$ cat src/rtl/ascon_pkg.sv
// ASCON shared types and helpers.
// State words are x0..x4, with x0 in the most significant bits.
package ascon_pkg;

  typedef logic [0:4][63:0] ascon_state_t;

  localparam logic [7:0]  PAD_BYTE = 8'h80;
  localparam logic [63:0] DSEP     = 64'h1;

  function automatic logic [7:0] rc(input logic [3:0] i);
    return {4'hF - i, i};
  endfunction

  // Block is MSB-aligned in 128 bits, so byte j sits at [127-8j -: 8].
  // Bytes below k are kept, byte k becomes the pad byte, the rest are zeroed.
  function automatic logic [127:0] pad_block(
    input logic [127:0] data,
    input logic [4:0]   k
  );
    logic [127:0] b;
    b = '0;
    for (int j = 0; j < 16; j++) begin
      if (5'(j) < k)
        b[127-8*j -: 8] = data[127-8*j -: 8];
      else if (5'(j) == k)
        b[127-8*j -: 8] = PAD_BYTE;
    end
    return b;
  endfunction

endpackage

$ cat src/rtl/ascon_round.sv
// One combinational ASCON round.
// Applies constant addition, the S-box layer and the linear layer.
module ascon_round
  import ascon_pkg::*;
(
  input  ascon_state_t state,
  input  logic [7:0]   rcon,
  output ascon_state_t next
);

  function automatic logic [63:0] ror(
    input logic [63:0] x,
    input int          n
  );
    return (x >> n) | (x << (64 - n));
  endfunction

  ascon_state_t x;
  logic [0:4][63:0] t;

  always_comb begin
    x = state;
    x[2] = x[2] ^ {56'h0, rcon};
    x[0] = x[0] ^ x[4];
    x[4] = x[4] ^ x[3];
    x[2] = x[2] ^ x[1];
    for (int i = 0; i < 5; i++)
      t[i] = ~x[i] & x[(i+1)%5];
    for (int i = 0; i < 5; i++)
      x[i] = x[i] ^ t[(i+1)%5];
    x[1] = x[1] ^ x[0];
    x[0] = x[0] ^ x[4];
    x[3] = x[3] ^ x[2];
    x[2] = ~x[2];
    next[0] = x[0] ^ ror(x[0], 19) ^ ror(x[0], 28);
    next[1] = x[1] ^ ror(x[1], 61) ^ ror(x[1], 39);
    next[2] = x[2] ^ ror(x[2], 1)  ^ ror(x[2], 6);
    next[3] = x[3] ^ ror(x[3], 10) ^ ror(x[3], 17);
    next[4] = x[4] ^ ror(x[4], 7)  ^ ror(x[4], 41);
  end

endmodule

$ cat src/rtl/ascon_ad_absorber.sv
// ASCON associated-data absorber with an iterative pB permutation.
// Handles padding, the pad-only block, the empty-AD case and domain separation.
module ascon_ad_absorber
  import ascon_pkg::*;
#(
  parameter int RATE     = 64,
  parameter int ROUNDS_B = 6,
  parameter int UNROLL   = 1
)(
  input  logic                         clk,
  input  logic                         rst_n,
  input  logic                         start,
  input  logic                         no_ad,
  input  logic [319:0]                 state_in,
  input  logic                         ad_valid,
  output logic                         ad_ready,
  input  logic [RATE-1:0]              ad_data,
  input  logic                         ad_last,
  input  logic [$clog2(RATE/8+1)-1:0]  ad_bytes,
  output logic                         busy,
  output logic                         out_valid,
  input  logic                         out_ready,
  output logic [319:0]                 state_out
);

  localparam int NB   = RATE / 8;
  localparam int NCYC = ROUNDS_B / UNROLL;
  localparam int CW   = $clog2(NCYC + 1);

  typedef enum logic [1:0] {IDLE, WAIT_AD, PERM, DONE} st_t;

  st_t           st;
  ascon_state_t  s;
  logic [CW-1:0] rcnt;
  logic          last;
  logic          need_pad;

  ascon_state_t  chain [UNROLL+1];
  ascon_state_t  pn;
  ascon_state_t  absorbed;
  ascon_state_t  padded;
  ascon_state_t  sep;
  logic [127:0]  raw;
  logic [127:0]  blk;
  logic          full;

  assign chain[0] = s;

  for (genvar u = 0; u < UNROLL; u++) begin : g_rnd
    logic [3:0] idx;
    logic [7:0] rcv;
    assign idx = 4'(12 - ROUNDS_B + u) + 4'(int'(rcnt) * UNROLL);
    assign rcv = rc(idx);
    ascon_round u_round (
      .state (chain[u]),
      .rcon  (rcv),
      .next  (chain[u+1])
    );
  end

  assign pn = chain[UNROLL];
  assign full = int'(ad_bytes) == NB;

  always_comb begin
    raw = '0;
    raw[127 -: RATE] = ad_data;
    blk = ad_last ? pad_block(raw, 5'(ad_bytes)) : raw;
    absorbed = s;
    absorbed[0] = s[0] ^ blk[127:64];
    absorbed[1] = s[1] ^ ((RATE == 128) ? blk[63:0] : 64'h0);
    padded = pn;
    padded[0] = pn[0] ^ {PAD_BYTE, 56'h0};
    sep = pn;
    sep[4] = pn[4] ^ DSEP;
  end

  assign state_out = s;

  always_ff @(posedge clk or negedge rst_n) begin
    if (!rst_n) begin
      st        <= IDLE;
      s         <= '0;
      rcnt      <= '0;
      last      <= 1'b0;
      need_pad  <= 1'b0;
      ad_ready  <= 1'b0;
      busy      <= 1'b0;
      out_valid <= 1'b0;
    end else begin
      unique case (st)
        IDLE: begin
          if (start) begin
            busy <= 1'b1;
            if (no_ad) begin
              s         <= {state_in[319:64], state_in[63:0] ^ DSEP};
              st        <= DONE;
              out_valid <= 1'b1;
            end else begin
              s        <= state_in;
              st       <= WAIT_AD;
              ad_ready <= 1'b1;
            end
          end
        end
        WAIT_AD: begin
          if (ad_valid && ad_ready) begin
            s        <= absorbed;
            rcnt     <= '0;
            last     <= ad_last;
            need_pad <= ad_last && full;
            ad_ready <= 1'b0;
            st       <= PERM;
          end
        end
        PERM: begin
          if (rcnt == CW'(NCYC - 1)) begin
            rcnt <= '0;
            if (!last) begin
              s        <= pn;
              ad_ready <= 1'b1;
              st       <= WAIT_AD;
            end else if (need_pad) begin
              s        <= padded;
              need_pad <= 1'b0;
            end else begin
              s         <= sep;
              out_valid <= 1'b1;
              st        <= DONE;
            end
          end else begin
            s    <= pn;
            rcnt <= rcnt + CW'(1);
          end
        end
        DONE: begin
          if (out_ready) begin
            out_valid <= 1'b0;
            busy      <= 1'b0;
            st        <= IDLE;
          end
        end
        default: st <= IDLE;
      endcase
    end
  end

endmodule

$ cat config.mk
export PLATFORM = sky130hd
export DESIGN_NAME = ascon_ad_absorber
export DESIGN_NICKNAME = d
export VERILOG_FILES = /design/src/rtl/ascon_pkg.sv /design/src/rtl/ascon_round.sv /design/src/rtl/ascon_ad_absorber.sv
export SDC_FILE = /design/constraint.sdc
export NUM_CORES = 2
export LEC_CHECK = 0
export BUFFER_PORTS_ARGS = -buffer_cell sky130_fd_sc_hd__buf_4
export CORE_ASPECT_RATIO = 0.6
export CORE_MARGIN = 2
export CORE_UTILIZATION = 35
export CTS_CLUSTER_SIZE = 16
export DETAILED_ROUTE_END_ITERATION = 12
export GPL_TIMING_DRIVEN = 0
export PLACE_DENSITY = 0.63
export SETUP_SLACK_MARGIN = 0.02
export SLEW_MARGIN = 25
export SYNTH_ARGS = -nofsm -noshare
export SYNTH_HDL_FRONTEND = slang
export SYNTH_HIERARCHICAL = 1
export SYNTH_SLANG_ARGS = --single-unit
$ cat constraint.sdc
create_clock -name clk -period 2.4 [get_ports clk]
set_input_delay 0.24 -clock clk [delete_from_list [all_inputs] [get_ports clk]]
set_output_delay 0.24 -clock clk [all_outputs]
set_load 0.05 [all_outputs]
# After elaboration in Yosys (flattened, before gate mapping)
# Index checks and enable logic that the tools add are counted.
# Widths: inputs -> output; s select.
# word_totals
register_bits	330
in_bits	395
out_inout_bits	323
wordCells	195
# op_classes
n_addsub	3
n_lt_le_gt_ge	15
n_eq_ne	30
muxes	69
bitwise	48
n_reduce_logical	18
# ops
op	count
$mux 320	5
$xor 64x64->64	22
$pmux 320 s3	1
$not 64->64	6
$and 64x64->64	5
$mux 8	31
$mux 128	1
$or 23x64->64	1
$or 25x64->64	1
$or 3x64->64	1
$or 36x64->64	1
$or 45x64->64	1
$or 47x64->64	1
$or 54x64->64	1
$or 57x64->64	1
$or 58x64->64	1
$or 63x64->64	1
$xor 64x8->64	1
$eq 4x4->1 const A	8
$lt 4x4->1 const A	7
$ne 2x2->1 const B	9
$eq 3x4->1 const A	4
$lt 3x4->1 const A	4
$mux 1	16
other kinds (30)	53

# Logic depth before layout (Yosys ltp)
# logic_depth
word_depth	15
depth_mapped	11
ltp_nobuf	11

# By module
# The synthesis kept the hierarchy.
# modules_own_cells
module	instances	cells_per_inst	area_per_inst_um2	seq_area_each_um2
ascon_round	1	1542	17868.4	0.0
ascon_ad_absorber	1	1724	16171.8	8257.9

# Worst setup path before layout
# OpenSTA, ideal clock, no wires.
# synth_path
path_type	register to register
from	register s (netlist bit state_out[82])
to	register s (netlist bit state_out[319])
setup_time_ns	0.134
t_arrival_ns	2.427
required_time_ns	2.266
setup_slack_ns	-0.161
stages_incl_launch_ff	9
path_buffers	0
period_less_slack_ns	2.561
path_cell_list	dfrtp_1 -> inv_1 -> ha_1 -> xnor2_1 -> xnor2_1 -> xnor3_1 -> a32o_1 -> o31ai_1 -> nand3_1
# synth_rtl
item	line_no	source
from (decl)	ascon_ad_absorber.sv:33	ascon_state_t s;
from (signal assigned)	ascon_ad_absorber.sv:95	s <= {state_in[319:64], state_in[63:0] ^ DSEP};
from (signal assigned)	ascon_ad_absorber.sv:99	s <= state_in;
from (signal assigned)	ascon_ad_absorber.sv:107	s <= absorbed;

==> metrics.yaml <==
postPlaceCellArea_um2: 41540
synth.distinct_cells: 65
antenna_found_initial: 17
post_drt_via_cell_ratio: 5.812
critical_path_class: "flip-flop to flip-flop"
grt_pass1_wl_um: 273000
num-nets-final: 5189
syn_area_um2: 34040
cp.required_ps: 2850
part_of_the_yosys_area_used_for_sequential_elements_pct: 24.26
timing.final.setup_violations: 53
timing_worst_slew_pin_value_ps: 1164
maxCapViolations: 0
max_clock_freq_mhz: 378.0
syn-mean-instance-area_um2: 10.42
worst_skew_pair.late_latency_ps: 610
drt_first_pass_iters: 6
dp_hpwl_um: 168200
period_share_pct: 110.2
clock-root-buffer: "sky130_fd_sc_hd__clkbuf_16"
dr_total_vias: 34890
final.hold.worst_slack_ps: -10.57
grt_start_max_net_pins: 84
dominant_register_cell_in_the_synthesized_netlist: "sky130_fd_sc_hd__dfrtp_1"
fp.dieH_um: 245.6
final-hold-violation-count: 5
syn_inst: 3266
grt_util_all_layers_pct: 40.39
wl_per_cell_um: 35.13
synth_edf_count: 0
rows: 88
layout.cells.most_common_list: "sky130_fd_sc_hd__buf_4, sky130_fd_sc_hd__a21oi_1, sky130_fd_sc_hd__nor2_1"
drtIter0Drc: 5243
rsz_0062_raised_after_global_routing: "yes"
synth.net_count: 3797
gp_congestion: 1.089
violations: "hold timing, setup timing"
timing.hold.worst.start: "state_in[205]"
wl_um: 210900
fin_area_um2: 55770
io_buffers: 714
num-fill-cells: 7902
cts.sink_count: 330
dp_worst_setup_slack_ps: -1052
worst_ep_arrival_time_ps: 3100
min-delay-path-class: "input pin to flip-flop"
hold_path_depth: 3
drc_errors: 0
endpoint_kind: "flip-flop"
run_status: "finished, violations left"
io_pins: 718
numCtsBuffers: 39
post-route-util_pct: 57.95
timing.hold.worst_endpoint: "state_out[205]"
clockBufferDepth: 3
initial_utilization_pct: 35.37
post_drt_antenna_nets: 0
finalMaxSlewViolations: 0
finalClockSkew_ps: 22.55
residual_overflow_from_global_routing: 0
launching_instance_or_port_of_the_critical_path: "state_out[258]"
synthArstFlopShare_pct: 100.0
die_x_extent_um: 406.6
launch_instance_of_the_worst_register_to_register_path: "state_out[258]"
fin_crit_ps: 2646
worst_flop_to_flop_path_endpoint: "state_out[59]"
first_global_vias: 32180
register_bit_total_from_synthesis: 330
post_route_cells_drive_above_1_share_pct: 51.12
critical_path.startpoint_type: "flip-flop"
worst-r2r-cell-count: 6
cp_max_fo: 5
reg2reg_slack_ps: -250
timing.final.ws_setup_ps: -245.7
design.die.area_um2: 99850
layout.cells.most_common: "sky130_fd_sc_hd__buf_4"
area_delta_synth_final_pct: 63.83
fp.coreArea_um2: 96230
synth.yosys.warnings: 6
clk_transition_reported_paths_ps: 70
tritoncts: "built"
cts-htree-levels: 2
slew-limit-headroom_pct: 22.38
[area by class of cell]
class                   instances  area (um^2)  share of cell area [%]
well taps                    1305         1633                   2.928
flip-flops and latches        330         8524                   15.29
diodes                         10        25.02                 0.04487
clock buffers                  59         1164                   2.087
repair buffers               1353        12080                   21.66
plain buffers                 172        998.5                   1.790
multi-input cells            2524        30310                   54.35
clock inverters                11        132.6                  0.2378
inverters                     238        904.6                   1.622
[cells in the mapped netlist, types with 3 or more instances]
cell / instances / area, um^2
sky130_fd_sc_hd__o22ai_1: 12 / 75.07
sky130_fd_sc_hd__and2_1: 5 / 31.28
sky130_fd_sc_hd__o2bb2ai_1: 16 / 140.1
sky130_fd_sc_hd__a22oi_1: 294 / 2207
sky130_fd_sc_hd__buf_6: 3 / 33.78
sky130_fd_sc_hd__xor3_1: 42 / 998.5
sky130_fd_sc_hd__xnor3_1: 214 / 4820
sky130_fd_sc_hd__buf_2: 56 / 280.3
sky130_fd_sc_hd__a221oi_1: 20 / 175.2
sky130_fd_sc_hd__o41ai_1: 7 / 61.31
sky130_fd_sc_hd__ha_1: 136 / 1702
sky130_fd_sc_hd__inv_1: 231 / 867.1
sky130_fd_sc_hd__clkbuf_1: 107 / 401.6
sky130_fd_sc_hd__and3_1: 4 / 25.02
sky130_fd_sc_hd__nand2_1: 148 / 555.5
sky130_fd_sc_hd__maj3_1: 10 / 100.1
sky130_fd_sc_hd__a211oi_1: 3 / 22.52
sky130_fd_sc_hd__o31ai_1: 25 / 187.7
sky130_fd_sc_hd__inv_2: 6 / 22.52
sky130_fd_sc_hd__buf_1: 7 / 26.28
sky130_fd_sc_hd__o21ai_1: 3 / 15.01
sky130_fd_sc_hd__maj3_2: 53 / 596.8
sky130_fd_sc_hd__a21oi_1: 344 / 1722
sky130_fd_sc_hd__nor4b_1: 16 / 140.1
sky130_fd_sc_hd__mux2i_1: 16 / 160.2
sky130_fd_sc_hd__a22o_1: 17 / 148.9
sky130_fd_sc_hd__xnor2_1: 278 / 2435
sky130_fd_sc_hd__xor2_1: 77 / 674.4
sky130_fd_sc_hd__xnor2_2: 267 / 4343
sky130_fd_sc_hd__o31a_1: 10 / 87.58
sky130_fd_sc_hd__nand3_1: 7 / 35.03
sky130_fd_sc_hd__o21ai_0: 125 / 625.6
sky130_fd_sc_hd__dfrtp_1: 330 / 8258
sky130_fd_sc_hd__nor2_1: 304 / 1141
sky130_fd_sc_hd__xor2_2: 33 / 536.8
sky130_fd_sc_hd__and4b_1: 6 / 60.06
[logic make-up after synthesis]
family / synth area share [%]
buffers and inverters: 4.826
adder cells (fa/ha/maj): 7.046
flip-flops: 24.26
multiplexers: 0.6028
AO/OA/AOI/OAI: 16.40
XOR/XNOR: 40.56
AND/OR/NAND/NOR: 6.307
[state kept, by name, summed over array words and instances (netlist names)]
register / flops
state_out: 320
out_valid: 1
busy: 1
rcnt: 3
need_pad: 1
last: 1
st: 2
ad_ready: 1
[per-stage QoR]
stage / hold WS, ps / instances / setup TNS [ps]
floorplan: -55.59 / 3266 / -3.388
global placement: 515.1 / 5285 / -1288400
detailed placement: 218.5 / 5293 / -228620
CTS: 0.1185 / 5786 / -1039
global route: 3.289 / 5997 / -5047
finish: -10.57 / 6002 / -3723
[routing by layer]
| layer | routed length [um] | GRT usage [%] | vias up | part of all wire (%) |
|---|---|---|---|---|
| li1 | - | - | 14220 | - |
| met1 | 78760 | 53.45 | 17430 | 37 |
| met2 | 87220 | 57.36 | 2680 | 41 |
| met3 | 33690 | 17.96 | 544 | 16 |
| met4 | 10930 | 15.73 | 12 | 5.2 |
| met5 | 255 | 0 | - | 0.12 |
[critical path, cell delays in order (launching register included)]
cell,delay (ps)
sky130_fd_sc_hd__dfrtp_1,570
sky130_fd_sc_hd__xor2_2,360
sky130_fd_sc_hd__nor2_1,100
sky130_fd_sc_hd__xnor2_1,570
sky130_fd_sc_hd__xnor3_1,360
sky130_fd_sc_hd__a22oi_1,380
sky130_fd_sc_hd__a21oi_1,150
[repair_timing]
action | 4_1_cts | 5_1_grt
buffers inserted | 204 | 207
hold endpoints to repair | 273 | 1
hold buffers | 220 | 1
gates cloned | 0 | 0
resized for setup | 717 | 439
pin swaps | 251 | 273
endpoints found under the setup margin | 322 | 292
[how the worst max path moves through the flow]
stage	to	slack (ps)	cells after the start
finish	state_out[59]	-250	6
global route	state_out[258]	-250	11
CTS	state_out[258]	-150	11
detailed placement	state_out[13]	-1050	7
global placement	state_out[210]	-2960	1
floorplan	state_out[319]	-3	8
Power is not shown: default switching activity piles up to over one toggle a cycle in this logic, so the estimate is an artifact.
